<file path="config.mk">
export PLATFORM = sky130hd
export DESIGN_NAME = imul_seq_32b_flat
export DESIGN_NICKNAME = d
export VERILOG_FILES = /design/src/rtl/imul_pkg.sv /design/src/rtl/imul_seq_32b_if.sv /design/src/rtl/Adder_32b_GL.sv /design/src/rtl/imul_seq_32b.sv /design/src/flat_wrapper.sv
export SDC_FILE = /design/constraint.sdc
export NUM_CORES = 1
export LEC_CHECK = 0
export ABC_AREA = 1
export BUFFER_PORTS_ARGS = -buffer_cell sky130_fd_sc_hd__buf_2
export CORE_UTILIZATION = 50
export DETAILED_ROUTE_END_ITERATION = 10
export PLACE_DENSITY_LB_ADDON = 0.1
export SLEW_MARGIN = 0
export SYNTH_ARGS = -nofsm -noshare
export SYNTH_HDL_FRONTEND = slang
export SYNTH_HIERARCHICAL = 1
export SYNTH_SLANG_ARGS = --single-unit
</file>
<file path="constraint.sdc">
create_clock -name clk -period 22.6 [get_ports clk]
set_input_delay 4.52 -clock clk [delete_from_list [all_inputs] [get_ports clk]]
set_output_delay 4.52 -clock clk [all_outputs]
set_load 0.02 [all_outputs]
</file>
<file path="src/rtl/imul_pkg.sv">
// Shared types and constants for the iterative 32-bit multiplier.
// The state encoding is fixed so that the unused code 2'd3 can be recovered explicitly.
package imul_pkg;

  localparam int unsigned IMUL_W     = 32;
  localparam int unsigned IMUL_NITER = 32;
  localparam int unsigned IMUL_CW    = $clog2(IMUL_NITER);

  typedef enum logic [1:0] {
    IMUL_IDLE = 2'd0,
    IMUL_CALC = 2'd1,
    IMUL_DONE = 2'd2
  } imul_state_e;

  function automatic logic imul_last_iter(input logic [IMUL_CW-1:0] cnt);
    return cnt == IMUL_CW'(IMUL_NITER - 1);
  endfunction

endpackage

</file>
<file path="src/rtl/imul_seq_32b_if.sv">
// Operand and product val/rdy streams of the multiplier.
// The master side produces operands and consumes products; the slave side is the unit.
interface imul_seq_32b_if;
  import imul_pkg::*;

  logic              istream_val;
  logic              istream_rdy;
  logic [IMUL_W-1:0] in0;
  logic [IMUL_W-1:0] in1;
  logic              ostream_val;
  logic              ostream_rdy;
  logic [IMUL_W-1:0] prod;

  modport master (
    output istream_val, in0, in1, ostream_rdy,
    input  istream_rdy, ostream_val, prod
  );

  modport slave (
    input  istream_val, in0, in1, ostream_rdy,
    output istream_rdy, ostream_val, prod
  );

endinterface

</file>
<file path="src/rtl/Adder_32b_GL.sv">
// 32-bit gate-level ripple adder; the multiplier's only arithmetic resource.
// The carry out of bit 31 is dropped, so sums wrap modulo 2^32.
module Adder_32b_GL (
  input  logic [31:0] in0,
  input  logic [31:0] in1,
  input  logic        cin,
  output logic [31:0] out
);

  always_comb begin
    logic c;
    logic p;
    out = '0;
    c   = cin;
    for (int i = 0; i < 32; i++) begin
      p      = in0[i] ^ in1[i];
      out[i] = p ^ c;
      c      = (in0[i] & in1[i]) | (p & c);
    end
  end

endmodule

</file>
<file path="src/rtl/imul_seq_32b.sv">
// Iterative shift-and-add multiplier returning the low 32 bits of in0*in1.
// One adder is reused over exactly 32 iterations; there is no early exit.
//
//   state     | meaning
//   ----------+-------------------------------------------------------
//   IMUL_IDLE | ready for an operand pair; prod holds the last result
//   IMUL_CALC | one add/shift iteration per cycle, 32 cycles
//   IMUL_DONE | product valid, held until the consumer takes it
module imul_seq_32b
  import imul_pkg::*;
(
  input  logic           clk,
  input  logic           rst,
  imul_seq_32b_if.slave  io
);

  imul_state_e        state_q, state_d;
  logic [IMUL_CW-1:0] count_q, count_d;
  logic [IMUL_W-1:0]  a_q, a_d;
  logic [IMUL_W-1:0]  b_q, b_d;
  logic [IMUL_W-1:0]  result_q, result_d;
  logic [IMUL_W-1:0]  sum;

  logic in_idle;
  logic in_calc;
  logic in_done;
  logic accept;
  logic result_en;

  Adder_32b_GL u_adder (
    .in0 (result_q),
    .in1 (a_q),
    .cin (1'b0),
    .out (sum)
  );

  // Control: next state, iteration counter and handshake decode.
  always_comb begin
    state_d = state_q;
    count_d = count_q;
    in_idle = 1'b0;
    in_calc = 1'b0;
    in_done = 1'b0;
    case (state_q)
      IMUL_IDLE: begin
        in_idle = 1'b1;
        if (io.istream_val) begin
          count_d = '0;
          state_d = IMUL_CALC;
        end
      end
      IMUL_CALC: begin
        in_calc = 1'b1;
        count_d = count_q + 1'b1;
        if (imul_last_iter(count_q)) begin
          state_d = IMUL_DONE;
        end
      end
      IMUL_DONE: begin
        in_done = 1'b1;
        if (io.ostream_rdy) begin
          state_d = IMUL_IDLE;
        end
      end
      default: begin
        state_d = IMUL_IDLE;
      end
    endcase
  end

  assign accept    = in_idle & io.istream_val;
  assign result_en = in_calc & b_q[0];

  // Datapath: operand shift registers and the accumulating result register.
  always_comb begin
    a_d      = a_q;
    b_d      = b_q;
    result_d = result_q;
    if (accept) begin
      a_d      = io.in0;
      b_d      = io.in1;
      result_d = '0;
    end else if (in_calc) begin
      a_d = a_q << 1;
      b_d = b_q >> 1;
      if (result_en) begin
        result_d = sum;
      end
    end
  end

  always_ff @(posedge clk) begin
    if (rst) begin
      state_q  <= IMUL_IDLE;
      count_q  <= '0;
      a_q      <= '0;
      b_q      <= '0;
      result_q <= '0;
    end else begin
      state_q  <= state_d;
      count_q  <= count_d;
      a_q      <= a_d;
      b_q      <= b_d;
      result_q <= result_d;
    end
  end

  assign io.istream_rdy = in_idle;
  assign io.ostream_val = in_done;
  assign io.prod        = result_q;

endmodule

</file>
<file path="src/flat_wrapper.sv">
// flat-port wrapper written by rule: the top's interface ports become plain ports
module imul_seq_32b_flat import imul_pkg::*;
  (clk, rst, io_istream_val, io_in0, io_in1, io_ostream_rdy, io_istream_rdy, io_ostream_val, io_prod);
  imul_seq_32b_if io_i ();
  input  logic clk;
  input  logic rst;
  input wire logic [$bits(io_i.istream_val)-1:0] io_istream_val;
  input wire logic [$bits(io_i.in0)-1:0] io_in0;
  input wire logic [$bits(io_i.in1)-1:0] io_in1;
  input wire logic [$bits(io_i.ostream_rdy)-1:0] io_ostream_rdy;
  output wire logic [$bits(io_i.istream_rdy)-1:0] io_istream_rdy;
  output wire logic [$bits(io_i.ostream_val)-1:0] io_ostream_val;
  output wire logic [$bits(io_i.prod)-1:0] io_prod;
  assign io_i.istream_val = io_istream_val;
  assign io_i.in0 = io_in0;
  assign io_i.in1 = io_in1;
  assign io_i.ostream_rdy = io_ostream_rdy;
  assign io_istream_rdy = io_i.istream_rdy;
  assign io_ostream_val = io_i.ostream_val;
  assign io_prod = io_i.prod;
  imul_seq_32b u_core (.clk(clk), .rst(rst), .io(io_i));
endmodule
</file>
# After elaboration in Yosys (flattened, before gate mapping)
# Cells that the tools add are included.
[op_classes]
n_addsub = 1
n_mul = 0
div = 0
magnitude_cmp = 0
eq_ne = 6
shift = 0
muxes = 13
n_bitwise = 156
n_reduce_logical = 7
[op_table]
columns = ["op", "n"]
rows = [
  ["$mux W32", 4],
  ["$and A1 B1 Y1", 63],
  ["$xor A1 B1 Y1", 63],
  ["$or A1 B1 Y1", 30],
  ["$pmux W5 S2", 1],
  ["$mux W2", 3],
  ["$pmux W2 S3", 1],
  ["$add A5 B1 Y5 const B", 1],
  ["$eq A5 B5 Y1 const B", 1],
  ["$mux W5", 1],
  ["$ne A2 B2 Y1 const B", 2],
  ["$reduce_and A2 Y1", 2],
  ["$reduce_bool A2 Y1", 2],
  ["$mux W1", 3],
  ["$reduce_and A3 Y1", 1],
  ["$eq A2 B1 Y1 const B", 1],
  ["$eq A2 B2 Y1 const B", 1],
  ["$logic_not A2 Y1", 1],
  ["$ne A2 B1 Y1 const B", 1],
  ["$reduce_or A2 Y1", 1],
]
[totals]
ff_bits = 103
latchBits = 0
ramBits = 0
mem_bits_ro = 0
inputBits = 68
out_inout_bits = 34
elab_cells = 188
n_memories = 0

# Logic depth before layout (Yosys ltp)
# Gate-level depths: netlist (run 1).
[depth]
depth_word = 62
depth_mapped = 38
mapped_depth_nobuf = 38

# Modules after synthesis
# Netlist (run 1), hierarchy kept.
[by_module_without_submodules]
columns = ["module", "instances", "cells_each", "area_each_um2", "seq_area_each_um2"]
rows = [
  ["imul_seq_32b", 1, 732, 4643.2, 2062.0],
  ["Adder_32b_GL", 1, 45, 676.9, 0.0],
]

# Worst setup path after synthesis (run 1)
# OpenSTA, ideal clock, no wires.
[synth_path]
path_kind = "register to register"
startpoint = "register u_core.result_q[0] (netlist: u_core/io.prod[0])"
endpoint = "register u_core.result_q[31] (netlist: u_core/io.prod[31])"
setup_time_ns = 0.070
arrival_time_ns = 12.380
required_ns = 22.530
slack_ns = 10.150
stages_incl_launch_ff = 39
path_buffers = 0
synth_period_minus_slack_ns = 12.450
cell_sequence = "dfxtp_1 -> inv_1 -> fa_1 -> inv_1 -> fa_1 -> fa_1 -> fa_1 -> fa_1 -> fa_1 -> fa_1 -> fa_1 -> fa_1 -> fa_1 -> fa_1 -> fa_1 -> fa_1 -> fa_1 -> fa_1 -> [3 not listed] -> fa_1 -> fa_1 -> fa_1 -> fa_1 -> fa_1 -> fa_1 -> fa_1 -> fa_1 -> fa_1 -> fa_1 -> fa_1 -> fa_1 -> fa_1 -> inv_1 -> nand3_1 -> nand2_1 -> nand2_1 -> a21oi_1"
[synth_between]
elab_chain_cells = 62
[synth_rtl]
columns = ["item", "line_no", "source"]
rows = [
  ["start: declaration", "imul_seq_32b.sv:21", "logic [IMUL_W-1:0] result_q, result_d;"],
  ["start signal: assignment", "imul_seq_32b.sv:104", "result_q <= result_d;"],
  ["$and A1 B1 Y1 (2 in a row)", "Adder_32b_GL.sv:18", "c = (in0[i] & in1[i]) | (p & c);"],
  ["$or A1 B1 Y1", "Adder_32b_GL.sv:18", ""],
  ["$and A1 B1 Y1", "Adder_32b_GL.sv:18", ""],
  ["$or A1 B1 Y1", "Adder_32b_GL.sv:18", ""],
  ["$and A1 B1 Y1", "Adder_32b_GL.sv:18", ""],
  ["$or A1 B1 Y1", "Adder_32b_GL.sv:18", ""],
  ["$and A1 B1 Y1", "Adder_32b_GL.sv:18", ""],
  ["$or A1 B1 Y1", "Adder_32b_GL.sv:18", ""],
  ["[46 not listed]", "--", ""],
  ["$and A1 B1 Y1", "Adder_32b_GL.sv:18", ""],
  ["$or A1 B1 Y1", "Adder_32b_GL.sv:18", ""],
  ["$and A1 B1 Y1", "Adder_32b_GL.sv:18", ""],
  ["$or A1 B1 Y1", "Adder_32b_GL.sv:18", ""],
  ["$and A1 B1 Y1", "Adder_32b_GL.sv:18", ""],
  ["$or A1 B1 Y1", "Adder_32b_GL.sv:18", ""],
  ["$xor A1 B1 Y1", "Adder_32b_GL.sv:17", "out[i] = p ^ c;"],
  ["net u_core.sum[31]", "imul_seq_32b.sv:22", "logic [IMUL_W-1:0] sum;"],
]
# The timed path passes the listed nets, and every way through them passes these cells.
# A chain may end at the register's enable or synchronous reset.

# Final worst setup path (run 1)
# Ends and elaborated chain as after synthesis.

==> results.tsv, run 1 <==
metric	value	unit
CTS root buf	clkbuf_8	
Post-Synth Adder-Cell Area	12.1	%
antenna viol nets, final	0	
area of the mapped netlist	5320	um2
fillers	1021	
WP buf/inv	3	
Max-slew headroom	19.2	%
CP max stage delay	0.42	ns
max_cap viols	0	
H-tree Lvls	3	
Num CTS Buffers	9	
synthesis-to-finish area growth	13.2	%
die height	105	um
ys flop type	dfxtp_1	
DRT Pass-1 Iters	4	
die area	11100	um2
vias per cell	4.79	
EDFF count, synth	0	
Worst Setup Path Type	reg -> reg	
compound-gate portion of the synthesized area	4.16	%
Initial Utilization	51.5	%
placement row count	37	
xor and xnor area share after synthesis	0	%
clock slew at reported path FFs	0.09	ns
TritonCTS sink count	103	
# IOs	102	
post-synthesis mux area share	0	%
ys async rst share	0	%
peak fanout along the critical path	3	
clk_skew	0.0105	ns
post-synth top area share	38.8	%
distinct cell type count after synthesis	21	
TNS Setup	0	ns
Synth Area in Simple Gates	35.1	%
post-CTS sizing	0	
leading area contributor after synthesis	dfxtp_1	
worst slew pin tran	1.21	ns
crit path launch type	register	
Max rail drop VDD	35.7	uV
Cell Pwr Density	59.5	nW/um2
Die X	105	um
worst flop-to-flop path startpoint	u_core/io.prod[0]	
cell at the slowest stage of the critical path	fa_1	
synth top area cells	dfxtp_1, nand2_1, fa_1	
Syn Inst Count	777	
Iter 0 DRT Violations	295	
synth warn	6	
FF+latch area	2060	um2
Critical path origin	u_core/io.prod[0]	
DP Cell Count	976	
GRT Util Overall	22.4	%
# DRC	0	
Setup Buffers After CTS	0	
Hold Crit Endpoint	u_core/b_q[31]	
core area	10300	um2
outcome	finished, final reports clean	
final antenna diode count	0	
Synth Net Count	878	
Multi-input gate area	2760	um2
hold_sp	u_core/b_q[31]	
Min-Delay Path Class	reg -> reg	
layout cells sized above 1	14.7	%
FMAX	0.0772	GHz
Req. time, crit path	22.87	ns
crit share post-route	57.3	%
Max Transition Viols Final	0	
final net count	952	
fin crit period	12.96	ns
CP arrival	13.23	ns
WHS Path Cells	2	
Hold Violations, Final	0	
synthesis-stage register bit count	103	
initial antenna violation count	0	
CTS Hold Bufs	0	
top-count cell post-synth	nand2_1	
largest family of logic cells by synthesized area	simple AND/OR/NAND/NOR gates	
largest net degree at the start of global routing	70	
global-route wire length before repair	19800	um
Crit Reg-Reg Endpoint	u_core/io.prod[31]	
CP top delay family	adder cells	
I/O Buffers	101	
Crit path top cell by count	fa_1	
sequential area share after synthesis	38.8	%
Clk Latency, worst-skew pair	0.36	ns
fin cells	989	
Design Power	358	uW
Worst R2R Setup Slack	9.64	ns
HPWL after DPL	7730	um
R2R depth	38	
vias in the first global route	4360	
setup violators final	0	
Post-Route WL	11900	um
Max clock buf depth	2	
RSZ-0062 raised after global routing	false	
DR WL/cell	12.1	um
CTS tree	yes	
GR Overflow Total	0	
via count	4733	
global placement routability congestion	0.725	
CP endpoint kind	register	
synth cell count leaders	nand2_1, nor2_1, dfxtp_1, inv_1, nand3_1	
Avg Inst Size Synth	6.85	um2
Leakage	0.00332	uW
## flip-flops by register name, indices dropped and copies added (netlist names)
register / flops
u_core/a_q: 32
u_core/io.prod: 32
u_core/b_q: 32
u_core/count_q: 5
u_core/state_q: 2
## per-layer routing
metal	wire length [um]	part of all wire (%)	global-route usage, %
met4	255	2.1	9.56
met5	0	0	0
met1	5470	46	28.5
met2	5680	48	37.7
met3	532	4.5	3.62
## cell type report
cell class	count	share of cell area, %
clock buffers	12	2.58
well taps	136	2.83
repair buffers	107	9.14
inverters	79	4.92
multi-input cells	551	45.8
clock inverters	1	0.499
flip-flops and latches	103	34.2
## report_power, final
part | internal [uW] | leakage (uW) | switching, uW
registers | 189 | 0.000840 | 6.50
logic | 17.5 | 0.00238 | 30.7
clock network | 55.6 | 0.0000944 | 58.4
## cells in the final DEF, fill, tap and decap left out
cell,netlist,routed
o21a_1,1,1
buf_4,4,6
o21ai_4,0,1
nor2_2,3,1
inv_1,78,78
a21oi_1,39,39
nand3_1,64,64
o21ai_1,1,1
conb_1,1,1
inv_2,1,1
ha_1,2,2
fa_1,31,31
clkbuf_8,0,11
nand2_2,1,1
dfxtp_1,103,103
nor2_4,0,2
clkbuf_1,11,1
nand2_1,275,275
nor2_1,131,131
bufinv_16,0,1
o21ai_0,1,1
buf_2,21,101
## worst reg2reg max path: cells and delay by family (launching register included)
family	cells	cell delay [ns]
adders and majority gates	31	12.02
DFF	1	0.33
buffers and inverters	3	0.20
and+or+nand+nor	3	0.17
AOI/OAI and AO/OA	1	0.15
## worst max path at each step
stage                          to  slack [ns]  depth (start not counted)
5_1_grt        u_core/io.prod[31]        9.21                         38
3_3_place_gp   u_core/io.prod[31]        9.83                         38
6_report       u_core/io.prod[31]        9.64                         38
3_5_place_dp   u_core/io.prod[31]        9.64                         38
2_1_floorplan  u_core/io.prod[31]       10.15                         38
4_1_cts        u_core/io.prod[31]        9.60                         38
## stage by stage
step	setup WS, ns	util (%)	hold WS (ns)	area, um2
finish	9.64	58.3	0.481	6020
global route	9.21	58.3	0.503	6020
CTS	9.60	58.3	0.480	6020
detailed placement	9.64	56.5	0.466	5840
global placement	9.83	56.5	0.453	5840
floorplan	10.15	-	0.444	5320
## cell families after synthesis
logic type | Yosys count
AND/OR/NAND/NOR | 474
buffers and inverters | 123
flip-flops | 103
AO/OA/AOI/OAI | 43
adder cells (fa/ha/maj) | 33
other | 1
No activity file was read; power rests on OpenSTA's default activity.
==> inputs of run 2 (changes only) <==
==> constraint.sdc (replaced) <==
create_clock -name clk -period 10.55 [get_ports clk]
set_input_delay 2.11 -clock clk [delete_from_list [all_inputs] [get_ports clk]]
set_output_delay 2.11 -clock clk [all_outputs]
set_load 0.02 [all_outputs]
==> run 2 against run 1 <==
Net effect: the flow now finishes with violations (setup timing); clock skew decreased by 0.0032 ns; clock power increased by 140%; die area unchanged; critical path depth decreased by 3; sequential share of layout area decreased by 0.93 points; worst hold slack got worse by 0.0095 ns; non-clock buffer count increased by 8; core utilization increased by 1.7 points; first-iteration DRC count decreased by 19%; count of clock-buffer cells in the layout decreased by 1; global-route usage increased by 0.53 points; largest power group unchanged.
==> results.tsv, run 2 (same netlist as run 1, synthesis figures left out) <==
metric	value	unit	change
outcome	complete, but fails checks		was finished, final reports clean
failing checks	setup timing		
crit share post-route	110	%	was 57.3%
max_cap viols	0		unchanged
crit path launch type	register		unchanged
Req. time, crit path	10.82	ns	was 22.87 ns
HPWL after DPL	7610	um	was 7730 um
Design Power	795	uW	was 358 uW
via count	4755		was 4733
Max Transition Viols Final	0		unchanged
CP endpoint kind	register		unchanged
DRT Pass-1 Iters	5		was 4
core area	10300	um2	unchanged
combinational share of power	13.3	%	was 13.5%
layout cells sized above 1	20.2	%	was 14.7%
clk_skew	0.00738	ns	was 0.0105 ns
final antenna diode count	0		unchanged
met3 wire length	458	um	was 532 um
synthesis-to-finish area growth	16.5	%	was 13.2%
TritonCTS sink count	103		unchanged
WHS Path Cells	2		unchanged
I/O Buffers	101		unchanged
Crit path top cell by count	fa_2		was fa_1
Area after DPL	5970	um2	was 5840 um2
vias in the first global route	4517		was 4360
die area	11100	um2	unchanged
CTS Hold Bufs	0		unchanged
Leakage	0.00331	uW	was 0.00332 uW
fin area	6200	um2	was 6020 um2
Initial Utilization	51.5	%	unchanged
worst slew pin tran	1.19	ns	was 1.21 ns
Post-Route WL	11900	um	about the same
# DRC	0		unchanged
Seq pwr share	52.9	%	was 54.7%
global placement routability congestion	0.732		was 0.725
Max-slew headroom	20.7	%	was 19.2%
clock slew at reported path FFs	0.10	ns	was 0.09 ns
Iter 0 DRT Violations	240		was 295
R2R depth	35		was 38
Layout Utilization	60.0	%	was 58.3%
H-tree Lvls	3		unchanged
total length of routed met2 wires	5680	um	about the same
Min-Delay Path Class	reg -> reg		unchanged
vias per cell	4.76		was 4.79
Worst R2R Setup Slack	-1.05	ns	was 9.64 ns
GRT Util Overall	23.0	%	was 22.4%
switching share of power	26.6	%	was 26.7%
cell at the slowest stage of the critical path	fa_2		was fa_1
final worst slack	-1.05	ns	was 9.64 ns
fin crit period	11.60	ns	was 12.96 ns
global-route wire length before repair	20500	um	was 19800 um
Clk Latency, worst-skew pair	0.36	ns	about the same
RSZ-0062 raised after global routing	true		was false
Max clock buf depth	2		unchanged
Hold Violations, Final	0		unchanged
antenna viol nets, final	0		unchanged
commonest non-fill, non-tap cells in the layout	nand2_1, nor2_1, buf_2, dfxtp_1, inv_1		was nand2_1, nor2_1, dfxtp_1
FMAX	0.0862	GHz	was 0.0772 GHz
wire length on met1	5530	um	was 5470 um
CP arrival	11.87	ns	was 13.23 ns
clock share of power	33.9	%	was 31.8%
CP max stage delay	0.52	ns	was 0.42 ns
Top Layer Used	met4		unchanged
Cell Pwr Density	128	nW/um2	was 59.5 nW/um2
Worst Setup Path Type	reg -> reg		unchanged
Net Switching	211	uW	was 95.6 uW
Max rail drop VDD	76.8	uV	was 35.7 uV
# IOs	102		unchanged
largest net degree at the start of global routing	70		unchanged
Cell Int Power	583	uW	was 263 uW
DR WL/cell	11.9	um	was 12.1 um
peak fanout along the critical path	2		was 3
placement row count	37		unchanged
CTS tree	yes		unchanged
final net count	960		was 952
fillers	978		was 1021
initial antenna violation count	0		unchanged
worst slack, placed	-0.998	ns	was 9.64 ns
setup violators final	4		was 0
Num CTS Buffers	9		unchanged
Die X	105	um	unchanged
commonest non-fill, non-tap cell in the layout	nand2_1		unchanged
GR Overflow Total	0		unchanged
CTS root buf	clkbuf_8		unchanged
die height	105	um	unchanged
## run 2: worst max-delay path: cells and delay by family (launching register included)
kind | cells | cell delay, ns
flip-flops | 1 | 0.34
AO/OA/AOI/OAI | 1 | 0.16
adder cells (fa/ha/maj) | 31 | 10.86
AND/OR/NAND/NOR | 1 | 0.05
buffers and inverters | 2 | 0.09
## run 2: power groups by stage
stage | clock network (uW) | registers (uW) | logic [uW]
6_report | 269 | 420 | 105
5_1_grt | 289 | 423 | 123
4_1_cts | 278 | 420 | 106
3_5_place_dp | 0 | 429 | 105
3_3_place_gp | 0 | 429 | 103
2_1_floorplan | 0 | 427 | 76.5
## run 2: per-stage QoR
| stage | std cells | setup TNS, ns | hold slack [ns] |
|---|---|---|---|
| finish | 999 | -3.04 | 0.472 |
| CTS | 999 | -3.04 | 0.474 |
| global placement | 983 | -2.42 | 0.453 |
| detailed placement | 983 | -2.92 | 0.459 |
| global route | 999 | -4.44 | 0.489 |
| floorplan | 777 | -1.64 | 0.444 |
## run 2: area by class of cell
cell class	instances	area, um2	area share, %
clock buffers	11	141	2.28
repair buffers	115	611	9.85
multi-input cells	551	2840	45.9
well taps	136	170	2.75
flip-flops and latches	103	2060	33.3
inverters	79	297	4.78
clock inverters	4	70.1	1.13
## run 2: what timing repair did
action | in CTS | in global routing
buffers inserted | 1 | 0
pin swaps | 2 | 1
gates resized for setup | 1 | 6
setup endpoints to repair | 4 | 5
endpoints found under the hold margin | 0 | 0
## run 2: final timing paths
kind,startpoint,endpoint
max,u_core/a_q[0],u_core/io.prod[30]
min reg2reg,u_core/b_q[31],u_core/b_q[31]
max reg2reg,u_core/a_q[0],u_core/io.prod[30]
min,u_core/b_q[31],u_core/b_q[31]
## run 2: layer usage
metal  vias up  GRT usage (%)
met4         0           8.75
li1       2489              -
met1      2146           29.2
met3        16           3.06
met2       104           39.5
met5         -              0
